### config.mk
export PLATFORM = sky130hd
export DESIGN_NAME = aes128_round_seq
export DESIGN_NICKNAME = d
export VERILOG_FILES = /design/src/rtl/aes128_pkg.sv /design/src/rtl/aes128_key_step.sv /design/src/rtl/aes128_round_seq.sv
export SDC_FILE = /design/constraint.sdc
export NUM_CORES = 2
export LEC_CHECK = 0
export ABC_AREA = 0
export CORE_MARGIN = 5
export CORE_UTILIZATION = 25
export CTS_BUF_LIST = sky130_fd_sc_hd__clkbuf_16
export DETAILED_ROUTE_END_ITERATION = 8
export HOLD_SLACK_MARGIN = 0.06
export PLACE_DENSITY = 0.5
export SETUP_SLACK_MARGIN = 0.05
export SLEW_MARGIN = 20
export SYNTH_ARGS = -nofsm -noshare
export SYNTH_HDL_FRONTEND = slang
export SYNTH_HIERARCHICAL = 1
export SYNTH_SLANG_ARGS = --single-unit
### constraint.sdc
create_clock -name CLK -period 26 [get_ports CLK]
set_input_delay 3.9 -clock CLK [delete_from_list [all_inputs] [get_ports CLK]]
set_output_delay 3.9 -clock CLK [all_outputs]
set_load 0.02 [all_outputs]
### src/rtl/aes128_pkg.sv
// Shared constants for the AES-128 round sequencer.
//   BLOCK_W    : width of a cipher block / round key
//   STATE_W    : width of the sequencer state encoding
//   CNT_W      : width of the round and latency counters
//   NUM_ROUNDS : AES-128 round count
//   rcon()     : round constant for rounds 1..10 (0 otherwise)
package aes128_pkg;

  localparam int BLOCK_W = 128;
  localparam int STATE_W = 2;
  localparam int CNT_W   = 4;

  localparam logic [CNT_W-1:0] NUM_ROUNDS = 4'd10;

  function automatic logic [7:0] rcon(input logic [CNT_W-1:0] rnd);
    logic [7:0] rc;
    case (rnd)
      4'd1:    rc = 8'h01;
      4'd2:    rc = 8'h02;
      4'd3:    rc = 8'h04;
      4'd4:    rc = 8'h08;
      4'd5:    rc = 8'h10;
      4'd6:    rc = 8'h20;
      4'd7:    rc = 8'h40;
      4'd8:    rc = 8'h80;
      4'd9:    rc = 8'h1b;
      4'd10:   rc = 8'h36;
      default: rc = 8'h00;
    endcase
    return rc;
  endfunction

endpackage

### src/rtl/aes128_key_step.sv
// One step of the AES-128 key schedule (purely combinational).
//   key_i  : current round key (word 0 in bits 127:96)
//   rcon_i : round constant for the round being produced
//   key_o  : next round key
module aes128_key_step
  import aes128_pkg::*;
(
  input  logic [BLOCK_W-1:0] key_i,
  input  logic [7:0]         rcon_i,
  output logic [BLOCK_W-1:0] key_o
);

  function automatic logic [7:0] gf_mul(input logic [7:0] a, input logic [7:0] b);
    logic [7:0] acc;
    logic [7:0] x;
    acc = 8'h00;
    x   = a;
    for (int i = 0; i < 8; i++) begin
      if (b[i]) acc = acc ^ x;
      x = {x[6:0], 1'b0} ^ (x[7] ? 8'h1b : 8'h00);
    end
    return acc;
  endfunction

  // S-box computed as GF(2^8) inverse (x^254, so 0 maps to 0) followed by
  // the affine transform; avoids carrying a 256-entry table.
  function automatic logic [7:0] sbox(input logic [7:0] b);
    logic [7:0] sq;
    logic [7:0] inv;
    sq  = gf_mul(b, b);
    inv = sq;
    for (int k = 2; k < 8; k++) begin
      sq  = gf_mul(sq, sq);
      inv = gf_mul(inv, sq);
    end
    return inv ^ {inv[6:0], inv[7]} ^ {inv[5:0], inv[7:6]} ^
           {inv[4:0], inv[7:5]} ^ {inv[3:0], inv[7:4]} ^ 8'h63;
  endfunction

  logic [31:0] w0, w1, w2, w3;
  logic [31:0] rot, sub, t;
  logic [31:0] w4, w5, w6, w7;

  always_comb begin
    w0  = key_i[127:96];
    w1  = key_i[95:64];
    w2  = key_i[63:32];
    w3  = key_i[31:0];
    rot = {w3[23:0], w3[31:24]};
    sub = {sbox(rot[31:24]), sbox(rot[23:16]), sbox(rot[15:8]), sbox(rot[7:0])};
    t   = sub ^ {rcon_i, 24'h000000};
    w4  = w0 ^ t;
    w5  = w1 ^ w4;
    w6  = w2 ^ w5;
    w7  = w3 ^ w6;
    key_o = {w4, w5, w6, w7};
  end

endmodule

### src/rtl/aes128_round_seq.sv
// AES-128 encryption sequencer driving a shared, fixed-latency round datapath.
//   CLK, RST          : clock, async active-high reset
//   start             : request encryption (accepted in IDLE only)
//   key_in, data_in   : key / plaintext, sampled on acceptance
//   busy              : high outside IDLE
//   rd_issue          : one-cycle round launch strobe
//   rd_data, rd_key   : round input state and round key (zero when not issuing)
//   rd_last           : final round (no MixColumns), with rd_issue only
//   rd_result         : datapath output, valid ROUND_LAT cycles after rd_issue
//   out_valid, out_ready, data_out : ciphertext handshake
//
// state | meaning
// IDLE  | waiting for start
// ISSUE | launch one round, advance round key
// WAIT  | count down datapath latency, capture result
// HOLD  | ciphertext presented until out_ready
module aes128_round_seq
  import aes128_pkg::*;
#(
  parameter int ROUND_LAT = 4
)
(
  input  logic               CLK,
  input  logic               RST,
  input  logic               start,
  input  logic [BLOCK_W-1:0] key_in,
  input  logic [BLOCK_W-1:0] data_in,
  output logic               busy,
  output logic               rd_issue,
  output logic [BLOCK_W-1:0] rd_data,
  output logic [BLOCK_W-1:0] rd_key,
  output logic               rd_last,
  input  logic [BLOCK_W-1:0] rd_result,
  output logic               out_valid,
  input  logic               out_ready,
  output logic [BLOCK_W-1:0] data_out
);

  typedef enum logic [STATE_W-1:0] {
    IDLE  = 2'd0,
    ISSUE = 2'd1,
    WAIT  = 2'd2,
    HOLD  = 2'd3
  } state_e;

  localparam logic [CNT_W-1:0] WAIT_INIT = CNT_W'(ROUND_LAT - 1);

  state_e             st_q, st_d;
  logic [BLOCK_W-1:0] state_q, state_d;
  logic [BLOCK_W-1:0] key_q, key_d;
  logic [CNT_W-1:0]   round_q, round_d;
  logic [CNT_W-1:0]   wait_q, wait_d;
  logic [BLOCK_W-1:0] next_key;

  aes128_key_step u_key_step (
    .key_i  (key_q),
    .rcon_i (rcon(round_q)),
    .key_o  (next_key)
  );

  always_ff @(posedge CLK or posedge RST) begin
    if (RST) begin
      st_q    <= IDLE;
      state_q <= '0;
      key_q   <= '0;
      round_q <= '0;
      wait_q  <= '0;
    end else begin
      st_q    <= st_d;
      state_q <= state_d;
      key_q   <= key_d;
      round_q <= round_d;
      wait_q  <= wait_d;
    end
  end

  always_comb begin
    st_d      = st_q;
    state_d   = state_q;
    key_d     = key_q;
    round_d   = round_q;
    wait_d    = wait_q;
    busy      = 1'b1;
    rd_issue  = 1'b0;
    rd_data   = '0;
    rd_key    = '0;
    rd_last   = 1'b0;
    out_valid = 1'b0;
    data_out  = '0;
    case (st_q)
      IDLE: begin
        busy = 1'b0;
        if (start) begin
          state_d = data_in ^ key_in;
          key_d   = key_in;
          round_d = CNT_W'(1);
          st_d    = ISSUE;
        end
      end
      ISSUE: begin
        rd_issue = 1'b1;
        rd_data  = state_q;
        rd_key   = next_key;
        rd_last  = (round_q == NUM_ROUNDS);
        key_d    = next_key;
        wait_d   = WAIT_INIT;
        st_d     = WAIT;
      end
      WAIT: begin
        if (wait_q == '0) begin
          state_d = rd_result;
          if (round_q < NUM_ROUNDS) begin
            round_d = round_q + CNT_W'(1);
            st_d    = ISSUE;
          end else begin
            st_d = HOLD;
          end
        end else begin
          wait_d = wait_q - CNT_W'(1);
        end
      end
      HOLD: begin
        out_valid = 1'b1;
        data_out  = state_q;
        if (out_ready) st_d = IDLE;
      end
      default: st_d = IDLE;
    endcase
  end

endmodule
-- After elaboration in Yosys (flattened, before gate mapping)
Memory sizes are Yosys's and may differ from the RTL's.
Cells that the tools add are included.
- input port bits: 388
- flip-flop bits (word level): 266
- output and inout bits: 388
- memories kept: 1
- ROM bits: 128
- word-level logic and storage cells: 1529
- add/subtract/negate cells: 2
- reductions and logical operators: 10
- bitwise logic cells: 726
- order comparisons: 1
- eq/ne operators: 9
- multiplexer cells: 775
- memory list (memory ; depth ; width ; read ports ; clocked after memory_dff ; write ports ; RTL line ; RTL):
    (name not given) ; 16 ; 8 ; 1 ; 0 ; 0 ; aes128_pkg.sv:17 ; case (rnd)
- operators with widths (kind ; number):
    8-bit bitwise XOR ; 716
    8-bit 2-to-1 mux ; 416
    5-bit 2-to-1 mux ; 336
    128-bit 2-to-1 mux ; 6
    128-bit one-hot mux with 2 select lines ; 2
    32-bit bitwise XOR ; 5
    128-bit bitwise XOR ; 1
    4-bit 2-to-1 mux ; 4
    4-bit NOT ; 4
    4-bit one-hot mux with 2 select lines ; 2
    2-bit inequality test (second input constant) ; 5
    2-bit 2-to-1 mux ; 4
    2-bit one-hot mux with 4 select lines ; 1
    3-bit AND reduction ; 2
    2-bit nonzero test ; 3
    4-bit by 1-bit adder with 4-bit output (second input constant) ; 1
    2-bit equality test (second input constant) ; 2
    4-bit equality test (second input constant) ; 1
    4-bit zero test ; 1
    4-bit < comparator (second input constant) ; 1
    1-bit 2-to-1 mux ; 4
    2-bit AND reduction ; 2
    4-bit AND reduction ; 1
    4-bit by 1-bit subtractor with 4-bit output (second input constant) ; 1
    2 further kinds ; 2

-- Depth between registers and ports, before layout
- depth after elaboration: 138
- gate-level depth with buffers: 70
- depth with buffers taken out: 57

-- Modules after synthesis
The synthesis kept the hierarchy.
- by module, submodules not included (module ; instances ; area an instance (µm²) ; cells an instance):
    aes128_key_step ; 1 ; 56376.6 ; 7499
    aes128_round_seq ; 1 ; 17416.7 ; 1744

-- Worst setup path before layout
OpenSTA, ideal clock, no wires.
- kind: flip-flop to output port
- start point: reg key_q[0]
- end point: out rd_key[43]
- stages on the path, launching flop included: 61
- buffers on the path: 9
- path slack: 6.274 ns
- required time: 22.100 ns
- data arrival time: 15.826 ns
- path through: dfrtp_1 > ha_1 > buf_2 > nand2_1 > xor2_1 > inv_1 > clkbuf_1 > clkbuf_1 > ha_1 > clkbuf_1 > inv_1 > nor2_1 > xnor2_1 > xnor2_1 > inv_1 > clkbuf_1 > buf_1 > ha_1 > [... 25 more ...] > xnor3_1 > buf_2 > nor2_1 > xor2_1 > xnor3_1 > xor2_1 > xor2_1 > xor2_1 > nand2_1 > xnor2_1 > xor2_1 > xnor3_1 > xor2_1 > xor2_1 > xnor2_1 > xor2_1 > xor2_1 > and2_1
- cells in the longest elaborated chain, start to end: 133
- elaborated cells on any way between the ends: 365
- those cells by class: mux: 182; bitwise: 183
- RTL lines (element ; RTL line ; RTL):
    start: declaration ; aes128_round_seq.sv:50 ; logic [BLOCK_W-1:0] key_q, key_d;
    start signal: assignment ; aes128_round_seq.sv:71 ; key_q <= key_d;
    8-bit 2-to-1 mux ; aes128_key_step.sv:19 ; if (b[i]) acc = acc ^ x;
    8-bit bitwise XOR ; aes128_key_step.sv:19 ;
    8-bit 2-to-1 mux ; aes128_key_step.sv:19 ;
    8-bit bitwise XOR ; aes128_key_step.sv:19 ;
    8-bit 2-to-1 mux ; aes128_key_step.sv:19 ;
    8-bit bitwise XOR ; aes128_key_step.sv:19 ;
    8-bit 2-to-1 mux ; aes128_key_step.sv:19 ;
    8-bit bitwise XOR ; aes128_key_step.sv:19 ;
    [... 120 more ...] ; -- ;
    32-bit bitwise XOR * ; aes128_key_step.sv:51 ; t = sub ^ {rcon_i, 24'h000000};
    32-bit bitwise XOR * ; aes128_key_step.sv:52 ; w4 = w0 ^ t;
    via next_key[107] ; aes128_round_seq.sv:53 ; logic [BLOCK_W-1:0] next_key;
    32-bit bitwise XOR * ; aes128_key_step.sv:53 ; w5 = w1 ^ w4;
    via next_key[75] ; aes128_round_seq.sv:53 ;
    32-bit bitwise XOR * ; aes128_key_step.sv:54 ; w6 = w2 ^ w5;
    via next_key[43] ; aes128_round_seq.sv:53 ;
    128-bit 2-to-1 mux * ; aes128_round_seq.sv:90 ; case (st_q)
    end: declaration ; aes128_round_seq.sv:31 ; output logic [BLOCK_W-1:0] rd_key,
Mark *: on every way through the listed nets, which the timed path passes. The rest lies on a longest branch.

-- Worst setup path after layout
- start point: reg key_q[7]
- end point: out rd_key[8]
- cells in the longest elaborated chain, start to end: 135
- elaborated cells on any way between the ends: 370
- those cells by class: mux: 185; bitwise: 185
- RTL lines (element ; RTL line ; RTL):
    5-bit 2-to-1 mux or 8-bit 2-to-1 mux (tied branches) ; aes128_key_step.sv:20, aes128_key_step.sv:19 ;
    8-bit bitwise XOR, on equally long branches ; aes128_key_step.sv:20, aes128_key_step.sv:19 ;
    8-bit bitwise XOR or 8-bit 2-to-1 mux (tied branches) ; aes128_key_step.sv:19 ;
    8-bit 2-to-1 mux or 8-bit bitwise XOR (tied branches) ; aes128_key_step.sv:19 ;
    8-bit bitwise XOR or 8-bit 2-to-1 mux (tied branches) ; aes128_key_step.sv:19 ;
    8-bit 2-to-1 mux or 8-bit bitwise XOR (tied branches) ; aes128_key_step.sv:19 ;
    8-bit bitwise XOR or 8-bit 2-to-1 mux (tied branches) ; aes128_key_step.sv:19 ;
    8-bit 2-to-1 mux or 8-bit bitwise XOR (tied branches) ; aes128_key_step.sv:19 ;
    [... 121 more ...] ; -- ;
    32-bit bitwise XOR * ; aes128_key_step.sv:51 ;
    32-bit bitwise XOR * ; aes128_key_step.sv:52 ;
    via next_key[104] ; aes128_round_seq.sv:53 ;
    32-bit bitwise XOR * ; aes128_key_step.sv:53 ;
    32-bit bitwise XOR * ; aes128_key_step.sv:54 ;
    32-bit bitwise XOR * ; aes128_key_step.sv:55 ; w7 = w3 ^ w6;
    via next_key[8] ; aes128_round_seq.sv:53 ;
    128-bit 2-to-1 mux * ; aes128_round_seq.sv:90 ;
Marked as above.

==> qor.txt <==
routability congestion estimate = 0.9295
share of layout cells above drive strength 1 = 10.07%
clk_lat worst skew = 0.71 ns
critical path class = reg2out
Area Overhead vs Synth = 19.28%
post-route setup TNS = 0 ns
WL per Instance = 24.26 µm
count leader, synth = xnor2_1
relative slew slack = 22.88%
CP most frequent cell = xnor3_1
Tot GR Track Use = 20.67%
synth warn = 6
#FFs+latches synth = 266
CP max stage cell = xnor2_1
Hold Fails Final Rpt = 0
first-pass GRT wire length = 482,900 µm
clock sinks = 266
Hold Path Class = reg2reg
initial antenna violation count = 81
number of synthesized flops with an enable pin = 0
fmax = 40.67 MHz
die area = 0.3061 mm²
drt pass-1 iters = 8
Startpoint Class = flop
vias per cell = 5.101
synth cell count leaders = xnor2_1, nor2_1, nand2_1
CP arrival = 20.69 ns
slowest stage delay, CP = 0.84 ns
Clock Path Buffers = 3
Crit. End Element = output port
status = finished, violations left
min Tclk post-route = 24.59 ns
core area = 0.2938 mm²
row count = 199
Tightest Pin Transition = 1.157 ns
PortBufs = 775
violated checks = design-rule violations
die width = 553.3 µm
Netlist cell types = 113
hpwl dp = 259,700 µm
cell count after synthesis = 9,243
Root Driver = clkbuf_16
final setup vio count = 0
via count = 70,010
Mapped Area = 0.07379 mm²
Slew Limit Fails = 0
largest net degree at the start of global routing = 173
DRT antenna net count = 0
dominant cell type by area after synthesis = xnor2_1
H-tree depth = 2
Chip Height = 553.3 µm
Final Cycle Share = 94.57%
unrepaired setup endpoints after global routing = false
CTS tree = done
CTS Buf Count = 42
Yosys top cell area share = 19.03%
register area share after synthesis = 9.020%
Worst-path clk slew = 0.07 ns
drt drc = 1
vias in the first global route = 68,317
Starting Density = 25.12%
worst-path maximum fanout = 21
Post-Synthesis Net Count = 9,658
dominant cells by area after synthesis = xnor2_1, xnor3_1, dfrtp_1
async set-reset flop share out of synthesis = 100.0%
IO Count = 776
Max-Cap Viols = 0
DRT Wirelength = 333,000 µm
Crit path required time = 22.10 ns
Layout Nets = 10,137
syn_area_per_cell = 7.984 µm²
Synth Flop Type = dfrtp_1
grt ovf = 0
postcts setup bufs = 0
drt initial violations = 6,010
Hold-fix buffers, CTS = 0
Post-CTS Resized = 0
clk_skew = 0.07129 ns
==> layout make-up <==
class	instances	area [µm²]
inverters	111	440.4
flip-flops and latches	266	6664
multi-input cells	8206	64300
repair buffers	1095	10210
clock buffers	42	1051
well taps	3919	4903
fillers	31296	205800
clock inverters	36	330.3
diodes	50	125.1
==> stage by stage <==
step	cell area [µm²]	worst slack [ns]	hold slack [ns]	util, %	std cells
floorplan	73790	6.274	0.4516	-	9243
global placement	86350	2.244	0.4782	29.39	13594
detailed placement	86440	2.044	0.4755	29.42	13597
CTS	87830	1.252	0.4956	29.89	13675
global route	87990	0.2946	0.5189	29.95	13713
finish	88020	1.412	0.4944	29.96	13725
==> worst paths after layout <==
check	depth (start not counted)	start	endpoint	slack, ns
max	49	key_q[7]	rd_key[8]	1.41
max in group asynchronous	5	RST	state_q[102]	19.66
min reg2reg	2	key_q[86]	key_q[86]	0.49
min in group asynchronous	2	RST	state_q[80]	3.65
min	2	key_q[86]	key_q[86]	0.49
max reg2reg	49	key_q[7]	key_q[8]	6.46
==> state kept, by name, summed over array words and instances (netlist names) <==
name and flops:
key_q 128, state_q 128, round_q 4, wait_q 4, st_q 2
==> critical path, delay by kind of cell, from the launching register on <==
kind,cells,cell delay (ns)
mux,3,0.70
compound gates,5,0.88
buf+inv,2,0.86
xor+xnor,31,14.74
fa+ha+maj,2,0.85
simple gates,6,1.11
flops,1,0.82
==> cells by family after synthesis <==
| group | Yosys count | synth area share, % |
|---|---|---|
| flip-flops | 266 | 9.020 |
| adder cells (fa/ha/maj) | 28 | 0.4714 |
| XOR/XNOR | 2776 | 43.06 |
| buffers and inverters | 771 | 4.597 |
| multiplexers | 509 | 7.983 |
| AO/OA/AOI/OAI | 1840 | 15.84 |
| AND/OR/NAND/NOR | 3053 | 19.04 |
==> metal layers <==
metal | share of wire, % | wire, µm | up-vias | global-route usage, %
li1 | - | - | 32896 | -
met1 | 43 | 141700 | 34174 | 26.76
met2 | 46 | 152800 | 2523 | 33.99
met3 | 5.8 | 19420 | 407 | 2.604
met4 | 5.7 | 19010 | 10 | 9.998
met5 | 0.022 | 74 | - | 0
==> cell usage in the layout, fill, tap and decap left out, drive strengths merged, types with 101 or more instances in the layout <==
master,n
xnor2,1677
nor2,1118
clkdlybuf4s50,774
nand2,770
xor2,632
a21oi,486
o21ai,417
xnor3,414
and2,364
buf,320
mux2,306
dfrtp,266
nor3,210
o22ai,208
mux2i,200
and3,171
nand3,149
a31oi,149
inv,101
Power is not shown: default switching activity piles up to over one toggle a cycle in this logic, so the estimate is an artifact.
